==> src/rtl/led_display_ctrl_pkg.sv <==
// Shared definitions for the LED display driver: mode encodings and helpers.
package led_display_ctrl_pkg;

    localparam int unsigned MODE_W = 2;

    typedef enum logic [MODE_W-1:0] {
        MODE_BIN   = 2'b00,
        MODE_BAR   = 2'b01,
        MODE_BLINK = 2'b10,
        MODE_OFF   = 2'b11
    } mode_e;

    // Number of lit bar LEDs: the value clamped to the number of LEDs available.
    function automatic int unsigned clamp_lit(input int unsigned val, input int unsigned max_n);
        return (val < max_n) ? val : max_n;
    endfunction

endpackage

==> src/rtl/led_pwm_gen.sv <==
// Global brightness PWM: free-running counter compared against the duty input.
module led_pwm_gen #(
    parameter int unsigned PWM_W = 4
) (
    input  logic             clk,
    input  logic             sys_rst_n,
    input  logic [PWM_W-1:0] bright,
    output logic             pwm_on
);

    logic [PWM_W-1:0] pwm_cnt;

    // Free-running counter; wraps from all-ones back to zero.
    always_ff @(posedge clk or negedge sys_rst_n) begin
        if (!sys_rst_n) begin
            pwm_cnt <= '0;
        end else begin
            pwm_cnt <= pwm_cnt + PWM_W'(1);
        end
    end

    // All-ones duty is forced fully on so full brightness never drops a cycle.
    assign pwm_on = (&bright) | (pwm_cnt < bright);

endmodule

==> src/rtl/led_display_ctrl.sv <==
// LED display driver: latches a value and shows it as binary, bar graph or
// blinking binary, plus a stretched press indicator, all under PWM dimming.
module led_display_ctrl
    import led_display_ctrl_pkg::*;
#(
    parameter int unsigned DATA_W      = 4,
    parameter int unsigned LED_N       = 5,
    parameter int unsigned ACTIVE_LOW  = 1,
    parameter int unsigned PWM_W       = 4,
    parameter int unsigned BLINK_DIV   = 13_500_000,
    parameter int unsigned STRETCH_CYC = 2_700_000
) (
    input  logic              clk,
    input  logic              sys_rst_n,
    input  logic [DATA_W-1:0] data,
    input  logic              data_vld,
    input  logic [MODE_W-1:0] mode,
    input  logic [PWM_W-1:0]  bright,
    input  logic              is_pressed,
    output logic [LED_N:0]    led
);

    localparam int unsigned   BLINK_CNT_W = (BLINK_DIV > 1) ? $clog2(BLINK_DIV) : 1;
    localparam int unsigned   STRETCH_W   = $clog2(STRETCH_CYC + 1);
    localparam logic [LED_N:0] LED_DARK   = {(LED_N + 1){ACTIVE_LOW != 0}};

    mode_e                  mode_in;
    mode_e                  mode_q;
    logic [DATA_W-1:0]      disp_q;
    logic [BLINK_CNT_W-1:0] blink_cnt;
    logic                   blink_on;
    logic [STRETCH_W-1:0]   stretch_cnt;
    logic                   press_act;
    logic                   pwm_on;
    logic [LED_N-1:0]       bin_pat;
    logic [LED_N-1:0]       bar_pat;
    logic [LED_N-1:0]       pat;
    logic [LED_N:0]         lg;
    int unsigned            lit;

    assign mode_in = mode_e'(mode);

    // Capture register and registered display mode.
    always_ff @(posedge clk or negedge sys_rst_n) begin
        if (!sys_rst_n) begin
            disp_q <= '0;
            mode_q <= MODE_OFF;
        end else begin
            if (data_vld) begin
                disp_q <= data;
            end
            mode_q <= mode_in;
        end
    end

    // Blink timer; entering blink mode restarts it in the lit phase.
    always_ff @(posedge clk or negedge sys_rst_n) begin
        if (!sys_rst_n) begin
            blink_cnt <= '0;
            blink_on  <= 1'b1;
        end else if ((mode_in == MODE_BLINK) && (mode_q != MODE_BLINK)) begin
            blink_cnt <= '0;
            blink_on  <= 1'b1;
        end else if (blink_cnt == BLINK_CNT_W'(BLINK_DIV - 1)) begin
            blink_cnt <= '0;
            blink_on  <= ~blink_on;
        end else begin
            blink_cnt <= blink_cnt + BLINK_CNT_W'(1);
        end
    end

    // Press stretch: reload while pressed, count down after release.
    always_ff @(posedge clk or negedge sys_rst_n) begin
        if (!sys_rst_n) begin
            stretch_cnt <= '0;
        end else if (is_pressed) begin
            stretch_cnt <= STRETCH_W'(STRETCH_CYC);
        end else if (stretch_cnt != '0) begin
            stretch_cnt <= stretch_cnt - STRETCH_W'(1);
        end
    end

    assign press_act = is_pressed | (stretch_cnt != '0);

    // Binary pattern: value zero-extended or truncated to the LED count.
    assign bin_pat = LED_N'(disp_q);

    // Bar pattern: the lowest min(value, LED_N) LEDs lit.
    always_comb begin
        bar_pat = '0;
        lit     = clamp_lit(32'(disp_q), LED_N);
        for (int unsigned i = 0; i < LED_N; i++) begin
            bar_pat[i] = (i < lit);
        end
    end

    // Pattern select by registered mode.
    always_comb begin
        pat = '0;
        case (mode_q)
            MODE_BIN:   pat = bin_pat;
            MODE_BAR:   pat = bar_pat;
            MODE_BLINK: pat = blink_on ? bin_pat : '0;
            MODE_OFF:   pat = '0;
            default:    pat = '0;
        endcase
    end

    led_pwm_gen #(
        .PWM_W (PWM_W)
    ) u_pwm (
        .clk       (clk),
        .sys_rst_n (sys_rst_n),
        .bright    (bright),
        .pwm_on    (pwm_on)
    );

    assign lg = {press_act, pat} & {(LED_N + 1){pwm_on}};

    // Output register with board polarity applied.
    always_ff @(posedge clk or negedge sys_rst_n) begin
        if (!sys_rst_n) begin
            led <= LED_DARK;
        end else begin
            led <= (ACTIVE_LOW != 0) ? ~lg : lg;
        end
    end

endmodule

==> config.mk <==
export PLATFORM = sky130hd
export DESIGN_NAME = led_display_ctrl
export DESIGN_NICKNAME = d
export VERILOG_FILES = /design/src/rtl/led_display_ctrl_pkg.sv /design/src/rtl/led_pwm_gen.sv /design/src/rtl/led_display_ctrl.sv
export SDC_FILE = /design/constraint.sdc
export NUM_CORES = 1
export LEC_CHECK = 0
export BUFFER_PORTS_ARGS = -buffer_cell sky130_fd_sc_hd__buf_4
export CAP_MARGIN = 20
export CORE_ASPECT_RATIO = 0.7
export CORE_MARGIN = 3
export CORE_UTILIZATION = 60
export CTS_CLUSTER_DIAMETER = 150
export DETAILED_ROUTE_END_ITERATION = 7
export PLACE_DENSITY = 0.78
export SLEW_MARGIN = 20
export SYNTH_ARGS = -nofsm -noshare
export SYNTH_HDL_FRONTEND = slang
export SYNTH_HIERARCHICAL = 1
export SYNTH_SLANG_ARGS = --single-unit
export TNS_END_PERCENT = 50
==> constraint.sdc <==
create_clock -name clk -period 5.8 [get_ports clk]
set_input_delay 0.29 -clock clk [delete_from_list [all_inputs] [get_ports clk]]
set_output_delay 0.29 -clock clk [all_outputs]
set_load 0.01 [all_outputs]
==> qor.txt, run 1 <==
Final nets -> 381
Post-route worst setup slack -> 3440 ps
Ys Warns -> 6
Post-CTS Hold Buffers -> 0
Number of global-route vias before repair -> 2394
Most used DFF post-synth -> dfrtp_1
FF-to-FF path depth -> 6
First-pass DRT Iterations -> 4
Fin Setup TNS -> 0 ps
Syn Std Cell Area -> 3330 um2
Chip height -> 68.3 um
Fin crit period -> 2360 ps
Critical-path top delay cell -> a2111oi_0
Drt via density -> 6.12
CP max stage delay -> 540 ps
Placer Congestion -> 0.851
Starting Density -> 62.6%
CTS Buf Count -> 9
DRC -> 0
Syn nets -> 360
Congestion Overflow GR -> 0
CTS clk-pin slew, worst paths -> 70 ps
Clock Sinks -> 63
Crit path launch type -> register
Status -> completed
Synth Area in XOR/XNOR -> 3.42%
Max_slew headroom -> 47.8%
Port Buffers -> 19
Hold Fails Final Rpt -> 0
Post-synthesis simple-gate area fraction -> 26.9%
#FFs+latches synth -> 63
Core box area -> 5310 um2
Mux contribution to synthesized area -> 5.79%
Area occupied by multi-input gates -> 1650 um2
Die W -> 95.0 um
DRT antenna net count -> 0
DP Wirelength -> 4.68 mm
Sw Share -> 23.7%
Total GRT Usage -> 23.6%
Cell Rows -> 22
Ports -> 20
Post-Place Setup Slack -> 3590 ps
Asr flop ratio synth -> 100%
Worst path top cell family by delay -> simple AND/OR/NAND/NOR gates
Synth Area in Compound Gates -> 11.3%
PostCTS Resize Cnt -> 0
Area leader, netlist -> dfrtp_1
Share of cells above drive strength 1 -> 17.5%
Synth top area cells -> dfrtp_1, dfstp_2, a21oi_1, nor2_1, mux2_2
# diodes -> 0
WL per Instance -> 15.9 um
Area delta synth->final -> 13.8%
Total Power -> 1.11 mW
Via Count -> 2680
Leak -> 1.54 nW
Maxcap violations -> 0
Area share of fa/ha/maj cells after synthesis -> 2.26%
Worst Tran Pin Value -> 783 ps
Clock Power Share -> 45.2%
Worst VDD drop -> 0.000251 V
Post-Syn Instances -> 340
Clk buf depth -> 2
Crit Path Max Fanout -> 7
Max Freq -> 0.423 GHz
Comb pwr share -> 9.5%
Final Cycle Share -> 40.7%
DIE AREA -> 6490 um2
Post-synth EDFFs -> 0
CP Depth -> 6
Clock Skews -> 5.92 ps
Fillers -> 386
Largest family of logic cells by synthesized area -> simple AND/OR/NAND/NOR gates
Clock Latency Late Sink -> 330 ps
RSZ-0062 raised after global routing -> false
Starting DRT DRC Count -> 268
Crit path kind -> reg2reg
Distinct cell type count after synthesis -> 50
Setup Fix Bufs, Post-CTS -> 0
Antenna violations before repair -> 0
Syn_area_per_cell -> 9.79 um2
Root Buffer -> clkbuf_8
Pwr per Cell Area -> 292 nW/um2
First-pass GRT wire length -> 11.7 mm
Synth top area share -> 40.6%
Pint -> 845 uW
P_sw -> 263 uW
CTS tree -> built
Arrival time worst endpoint -> 2580 ps
Final Max Tran Viols -> 0
Sequential power share -> 45.3%
Number of setup violations in the final report -> 0
Worst EP required -> 6020 ps
Dpl cell area -> 3530 um2
Post-route cell area -> 3790 um2
Routed WL -> 6.96 mm
Seq/Total Area, Yosys -> 47.7%
Hold Slack -> 28.5 ps
H-tree depth -> 3
Largest net degree at the start of global routing -> 64
Sequential cell area -> 1590 um2
Hold WC Path Type -> in2async
CP cell instances -> inv_1 -> ha_1 -> nor3b_1 -> nand2_1 -> a2111oi_0 -> mux2_2
CP bufs+invs -> 1
CP Capture Type -> register
-- final timing paths --
check	slack (ps)	to	from
min in group clk	70	mode_q[0]	mode[0]
min	30	blink_cnt[18]	sys_rst_n
max reg2reg	3440	stretch_cnt[10]	stretch_cnt[0]
max in group asynchronous	5250	stretch_cnt[17]	sys_rst_n
max	3440	stretch_cnt[10]	stretch_cnt[0]
min reg2reg	480	u_pwm/pwm_cnt[3]	u_pwm/pwm_cnt[3]
-- stage by stage --
stage | std cells | utilization (%)
2_1_floorplan | 340 | -
3_3_place_gp | 422 | 66.4
3_5_place_dp | 422 | 66.4
4_1_cts | 438 | 71.3
5_1_grt | 438 | 71.3
6_report | 438 | 71.3
-- logic make-up (layout without fill, tap and decap cells) --
kind of cell	after synthesis	in the layout
xor gates and xnor gates	13	13
AOI/OAI and AO/OA	63	63
muxes	18	18
and+or+nand+nor	155	155
adders and majority gates	6	6
DFF	63	63
buffers and inverters	22	48
-- cells in the final DEF, fill, tap and decap left out, types with 3 or more instances in the layout --
cell       netlist  layout
nand3_1         13      13
mux2_2          10      10
dfrtp_1         54      54
xor2_1           6       6
clkbuf_8         0       9
buf_4            1      20
nor2b_1         15      15
or4_1            7       7
a21oi_1         24      24
nor4_1           4       4
nor2_1          32      32
o31ai_1          6       6
nand4_1          9       9
ha_1             6       6
or3_1           14      14
nor3_1          11      11
and3_1           3       3
nand2_1         24      24
mux2i_1          8       8
bufinv_16        0       4
inv_1           12      12
dfstp_2          9       9
xnor2_1          7       7
o21ai_0         19      18
and4_1           5       5
-- Yosys cell counts, types with 3 or more instances --
library cell / n
dfrtp_1: 54
nor2_1: 32
a21oi_1: 24
nand2_1: 24
o21ai_0: 19
nor2b_1: 15
or3_1: 14
nand3_1: 13
inv_1: 12
nor3_1: 11
mux2_2: 10
dfstp_2: 9
nand4_1: 9
clkbuf_1: 8
mux2i_1: 8
or4_1: 7
xnor2_1: 7
ha_1: 6
o31ai_1: 6
xor2_1: 6
and4_1: 5
nor4_1: 4
and3_1: 3
-- power by group through the flow --
stage | Combinational, mW | Clock [mW] | Sequential [mW]
global placement | 0.0994 | 0 | 0.507
global route | 0.119 | 0.530 | 0.506
finish | 0.105 | 0.501 | 0.501
floorplan | 0.0646 | 0 | 0.503
detailed placement | 0.104 | 0 | 0.508
CTS | 0.107 | 0.508 | 0.501
-- worst reg2reg max path: stages (launching register included) --
cell       delay (ps)
dfrtp_1           420
inv_1              90
ha_1              210
nor3b_1           340
nand2_1           240
a2111oi_0         540
mux2_2            410
-- metal layers --
layer / vias up / GRT usage, % / share of wire, % / routed length [um]
met4: 0 / 3.78 / 0.73 / 51
met3: 6 / 6.37 / 6.0 / 419
met5: - / 0 / 0 / 0
li1: 1290 / - / - / -
met1: 1300 / 34.5 / 48 / 3370
met2: 84 / 35.8 / 45 / 3120
-- area by class of cell --
cell class,count,area share [%]
Tap cell,72,2.38
Multi-Input combinational cell,255,43.7
Inverter,12,1.19
Clock buffer,10,3.37
Timing Repair Buffer,20,3.97
Clock inverter,6,3.50
Sequential cell,63,41.9
-- state kept, by name (all words and copies together) (netlist names) --
register,flops
blink_cnt,24
blink_on,1
stretch_cnt,22
u_pwm/pwm_cnt,4
led,6
disp_q,4
mode_q,2
No activity file was read; power rests on OpenSTA's default activity.
==> run 2, diff against run 1 <==
ABC_AREA = 1   (was default)
CORE_UTILIZATION = 55   (was 60)
PLACE_DENSITY = 0.75   (was 0.78)
clock period = 2 ns   (was 5.8 ns; I/O delays follow)
==> run 2 against run 1 <==
  * Global-route usage grew 0.98 points
  * Wire length grew 18%
  * Clock power increased by 130%
  * Hold slack better by 24 ps
  * Critical path depth grew 1
  * Combinational power rose to 3.4 times the previous value
  * Area after synthesis up 7.4%
  * Via count grew 18%
  * Sequential power grew to 2.9 times the previous value
  * Register-to-register slack worse by 3200 ps
  * Cell count increased by 36%
  * Core utilization fell by 2.6 points
  * Largest power group unchanged
==> qor.txt, run 2 <==
Status -> completed
Number of setup violations in the final report -> 0
Clk buf depth -> 2
Number of global-route vias before repair -> 3000
#FFs+latches synth -> 63
Share of cells above drive strength 1 -> 15.2%
Area occupied by multi-input gates -> 1720 um2
Routed WL -> 8.20 mm
Crit Path Max Fanout -> 8
Distinct cell type count after synthesis -> 36
Most frequent cells after synthesis -> nand2_1, nor2_1, inv_1
Area leader, netlist -> dfrtp_1
Crit path launch type -> register
Die W -> 102 um
Fillers -> 499
Via Count -> 3153
Core box area -> 5990 um2
Worst VDD drop -> 0.000424 V
Post-Syn Instances -> 476
Worst Tran Pin Value -> 785 ps
Final Cycle Share -> 89.5%
Max reg flops -> 24
H-tree depth -> 3
Worst EP required -> 2230 ps
Drt via density -> 5.29
Hold WC Path Type -> in2reg
Max_slew headroom -> 47.7%
Setup Fix Bufs, Post-CTS -> 0
Starting Density -> 59.7%
Max Freq -> 0.558 GHz
Commonest non-fill, non-tap cells in the layout -> nand2_1, nor2_1, inv_1, dfrtp_1, nand3_1
CTS clk-pin slew, worst paths -> 70 ps
DIE AREA -> 7520 um2
DRC -> 0
Fin crit period -> 1790 ps
Hold Fails Final Rpt -> 0
DRT antenna net count -> 0
Area delta synth->final -> 15.0%
Clock Sinks -> 63
# diodes -> 0
Placer Congestion -> 0.896
First-pass GRT wire length -> 14.1 mm
Root Buffer -> clkbuf_8
FF-to-FF path depth -> 7
Register name with the most flops -> blink_cnt
Final nets -> 536
Syn_area_per_cell -> 7.51 um2
Port Buffers -> 19
Most common cell after layout, fill and taps aside -> nand2_1
Antenna violations before repair -> 0
Synth top area cells -> dfrtp_1, nand2_1, nor2_1, dfstp_2, inv_1
Syn nets -> 496
WL per Instance -> 13.8 um
PostCTS Resize Cnt -> 0
Arrival time worst endpoint -> 2030 ps
RSZ-0062 raised after global routing -> false
Pwr per Cell Area -> 717 nW/um2
Congestion Overflow GR -> 0
Total GRT Usage -> 24.6%
Cell Rows -> 23
Fin Setup TNS -> 0 ps
Leak -> 1.94 nW
Chip height -> 73.4 um
CTS Buf Count -> 9
Ports -> 20
Most used DFF post-synth -> dfrtp_1
Sequential cell area -> 1590 um2
Syn Std Cell Area -> 3570 um2
Core Util, Final -> 68.7%
DP Wirelength -> 5.94 mm
Largest net degree at the start of global routing -> 64
Final Max Tran Viols -> 0
Synth top area share -> 37.8%
Min-Delay Path Depth -> 3
Post-synth EDFFs -> 0
Crit path kind -> reg2reg
Maxcap violations -> 0
CP Capture Type -> register
Top-count cell post-synth -> nand2_1
Clock Latency Late Sink -> 360 ps
First-pass DRT Iterations -> 5
Ys Warns -> 6
Seq/Total Area, Yosys -> 44.4%
Starting DRT DRC Count -> 260
Asr flop ratio synth -> 100%
Biggest regs -> blink_cnt: 24 flops, stretch_cnt: 22 flops, led: 6 flops
CTS tree -> built
Clock Skews -> 13.3 ps
[run 2: changes by cell type in the layout (fill, tap and decap cells not counted), sizes merged, moves of 14 or more]
cell	before	now
nor2b	15	0
or3	14	0
nand3	14	30
inv	12	63
nor2	32	118
nand2	24	117
[run 2: cell type report]
class                      count  area share (%)
timing repair buffer          32            6.51
inverter                      64            5.84
clock inverter                 5            1.40
sequential                    63            38.6
tap                           75            2.28
multi-input combinational    346            41.9
clock buffer                  11            3.44
[run 2: path summary, 6_finish.rpt]
kind,slack [ps],start,endpoint
max reg2reg,210,stretch_cnt[0],stretch_cnt[15]
min,50,is_pressed,stretch_cnt[16]
max in group asynchronous,1110,sys_rst_n,stretch_cnt[21]
max,210,stretch_cnt[0],stretch_cnt[15]
min reg2reg,470,u_pwm/pwm_cnt[0],u_pwm/pwm_cnt[0]
min in group asynchronous,360,sys_rst_n,stretch_cnt[13]
[run 2: report_power, final]
part	total (mW)	leakage, nW	internal, mW	switching [mW]
clock	1.14	0.0916	0.607	0.537
sequential	1.44	0.780	1.37	0.0775
combinational	0.360	1.07	0.147	0.213
[run 2: critical path, cell delays in order (launching register included)]
cell and delay (ps):
dfrtp_1 390, clkinv_1 150, ha_1 350, nand2_4 120, nor2_8 190, nand4_2 230, inv_2 190, nor2_1 70
[run 2: layer usage]
layer,vias to the layer above,wire [um],GRT usage (%),part of all wire [%]
met4,0,75,6.11,0.92
met1,1475,4180,37.3,51
met3,5,609,6.93,7.4
met5,-,0,0,0
li1,1571,-,-,-
met2,102,3330,34.6,41
[run 2: kinds of logic (layout without fill, tap and decap cells)]
group / Yosys count / after routing / share of synthesized area [%]
AOI/OAI and AO/OA: 41 / 41 / 7.00
DFF: 63 / 63 / 44.4
adders and majority gates: 6 / 6 / 2.10
buffers and inverters: 67 / 112 / 7.39
and+or+nand+nor: 289 / 289 / 36.6
xor gates and xnor gates: 10 / 10 / 2.45
[run 2: per-stage QoR]
step	worst slack, ps	instance area, um2	std cells	hold WS, ps	power (mW)
2_1_floorplan	454	3570	476	-196	1.67
3_3_place_gp	306	3800	569	220	1.79
3_5_place_dp	224	3800	569	224	1.80
4_1_cts	217	4110	596	34.6	2.96
5_1_grt	79.0	4110	596	66.3	3.07
6_report	209	4110	596	52.9	2.95
[run 2: what timing repair did]
item / CTS / global route
endpoints found under the hold margin: 60 / 0
hold buffers: 11 / 0
endpoints found under the setup margin: 0 / 0
==> run 3, diff against run 2 <==
==> constraint.sdc (replaced) <==
create_clock -name clk -period 2 [get_ports clk]
set_input_delay 0.5 -clock clk [delete_from_list [all_inputs] [get_ports clk]]
set_output_delay 0.5 -clock clk [all_outputs]
set_load 0.01 [all_outputs]
==> run 3 against run 2 <==
  * Sequential cell count stayed put
  * Wire length is 1.0% lower
  * Register-to-register slack worse by 30 ps
  * Critical endpoint is now stretch_cnt[11]
  * Largest cell class unchanged
  * Highest routed layer unchanged
==> qor.txt, run 3 (synthesized netlist as in run 2, its figures left out) <==
Inst Count DP -> 570
Port Buffers -> 19
Drt via density -> 5.41
FF-to-FF path depth -> 7
H-tree depth -> 3
Fin Setup TNS -> 0 ps
Via Count -> 3173
Leak -> 1.91 nW
Cell Rows -> 23
CTS tree -> built
Max Freq -> 0.548 GHz
Non-Filler Instances -> 586
Pwr per Cell Area -> 727 nW/um2
WL per Instance -> 13.8 um
Worst VDD drop -> 0.000389 V
Final nets -> 526
Dpl cell area -> 3820 um2
Routed WL -> 8.11 mm
Register name with the most flops -> blink_cnt
Clk buf depth -> 2
Chip height -> 73.4 um
Commonest non-fill, non-tap cells in the layout -> nand2_1, nor2_1, inv_1, dfrtp_1, nand3_1
Clock Skews -> 6.95 ps
Max reg flops -> 24
Post-CTS Hold Buffers -> 0
DRT antenna net count -> 0
Post-route cell area -> 4020 um2
Top Layer Used -> met4
R2R Setup Slk -> 180 ps
RSZ-0062 raised after global routing -> false
DP Wirelength -> 6.02 mm
Met2 Routed Length -> 3.22 mm
Root Buffer -> clkbuf_8
Post-Route M1 WL -> 4.05 mm
Number of global-route vias before repair -> 2869
RR Startpoint -> stretch_cnt[0]
Setup Fix Bufs, Post-CTS -> 0
Worst setup path endpoint -> stretch_cnt[11]
CTS Buf Count -> 9
Comb pwr share -> 11.8%
Crit path launch type -> register
Total GRT Usage -> 24.0%
Maxcap violations -> 0
CTS clk-pin slew, worst paths -> 70 ps
First-pass DRT Iterations -> 5
Sequential cell area -> 1590 um2
Status -> completed
Starting Density -> 59.7%
Crit path from -> stretch_cnt[0]
Arrival time worst endpoint -> 2060 ps
Sw Share -> 28.9%
Biggest regs -> blink_cnt: 24 flops, stretch_cnt: 22 flops, led: 6 flops
Sequential power share -> 49.6%
P_sw -> 844 uW
Die W -> 102 um
# diodes -> 0
Routed wl met3 -> 699 um
Fin crit period -> 1820 ps
Crit Path Max Fanout -> 8
Placer Congestion -> 0.999
Fillers -> 503
Worst EP required -> 2240 ps
Final Max Tran Viols -> 0
CP Capture Type -> register
Clock Latency Late Sink -> 350 ps
Final Cycle Share -> 91.2%
Number of setup violations in the final report -> 0
Crit path kind -> reg2reg
Hold Fails Final Rpt -> 0
Area occupied by multi-input gates -> 1720 um2
Core box area -> 5990 um2
Clock Power Share -> 38.6%
First-pass GRT wire length -> 13.7 mm
Clock Sinks -> 63
Congestion Overflow GR -> 0
Share of cells above drive strength 1 -> 15.9%
Largest net degree at the start of global routing -> 34
R2R Path End -> stretch_cnt[11]
Hold WC Path Type -> in2async
Worst Tran Pin Value -> 424 ps
PostCTS Resize Cnt -> 0
Ports -> 20
Area delta synth->final -> 12.4%
Antenna violations before repair -> 0
Starting DRT DRC Count -> 263
Max_slew headroom -> 71.7%
Post-Place Setup Slack -> 193 ps
Most common cell after layout, fill and taps aside -> nand2_1
DRC -> 0
Pint -> 2.08 mW
Post-route worst setup slack -> 176 ps
DIE AREA -> 7520 um2
run 3: changes by cell type in the layout (fill, tap and decap cells not counted), sizes merged:
cell,previous run,this run
clkinvlp,3,2
clkbuf,11,9
clkinv,2,4
inv,63,64
buf,21,22
dlygate4sd3,11,0
run 3: cell type report:
type | count | share of cell area [%]
clock buffer | 9 | 3.08
sequential | 63 | 39.5
tap | 75 | 2.34
inverter | 64 | 5.98
clock inverter | 7 | 1.81
multi-input combinational | 346 | 42.9
timing repair buffer | 22 | 4.42
run 3: stage by stage:
stage | total power [mW] | utilization (%) | hold slack, ps
after global routing | 3.04 | 67.1 | 93.7
after floorplan | 1.67 | - | 204
after CTS | 2.93 | 67.1 | 86.1
final | 2.92 | 67.1 | 82.3
after global placement | 1.80 | 63.8 | 458
after detailed placement | 1.81 | 63.8 | 464
run 3: layer usage:
metal	global-route usage, %	up-vias
met1	36.7	1450
met3	6.17	18
met2	32.5	150
li1	-	1555
met5	0	-
met4	8.73	0
run 3: worst max-delay path, stage by stage (launching register included):
cell and delay (ps):
dfrtp_1 400, clkinv_1 140, ha_1 380, nand2_4 130
nor2_8 200, nand4_2 220, inv_2 180, nor2_1 70
run 3: power groups by stage:
stage	clock (mW)	sequential, mW	combinational (mW)
2_1_floorplan	0	1.45	0.217
3_3_place_gp	0	1.46	0.333
3_5_place_dp	0	1.47	0.343
4_1_cts	1.14	1.45	0.346
5_1_grt	1.19	1.46	0.391
6_report	1.13	1.45	0.344
run 3: worst min path at each step:
stage          cells past startpoint             start  slack (ps)          endpoint
6_report                           1         sys_rst_n          80   stretch_cnt[12]
5_1_grt                            1         sys_rst_n          90      blink_cnt[2]
4_1_cts                            1         sys_rst_n          90     blink_cnt[16]
3_5_place_dp                       1         sys_rst_n         460   stretch_cnt[11]
3_3_place_gp                       1  u_pwm/pwm_cnt[0]         460  u_pwm/pwm_cnt[0]
2_1_floorplan                      0         sys_rst_n         200      blink_cnt[0]
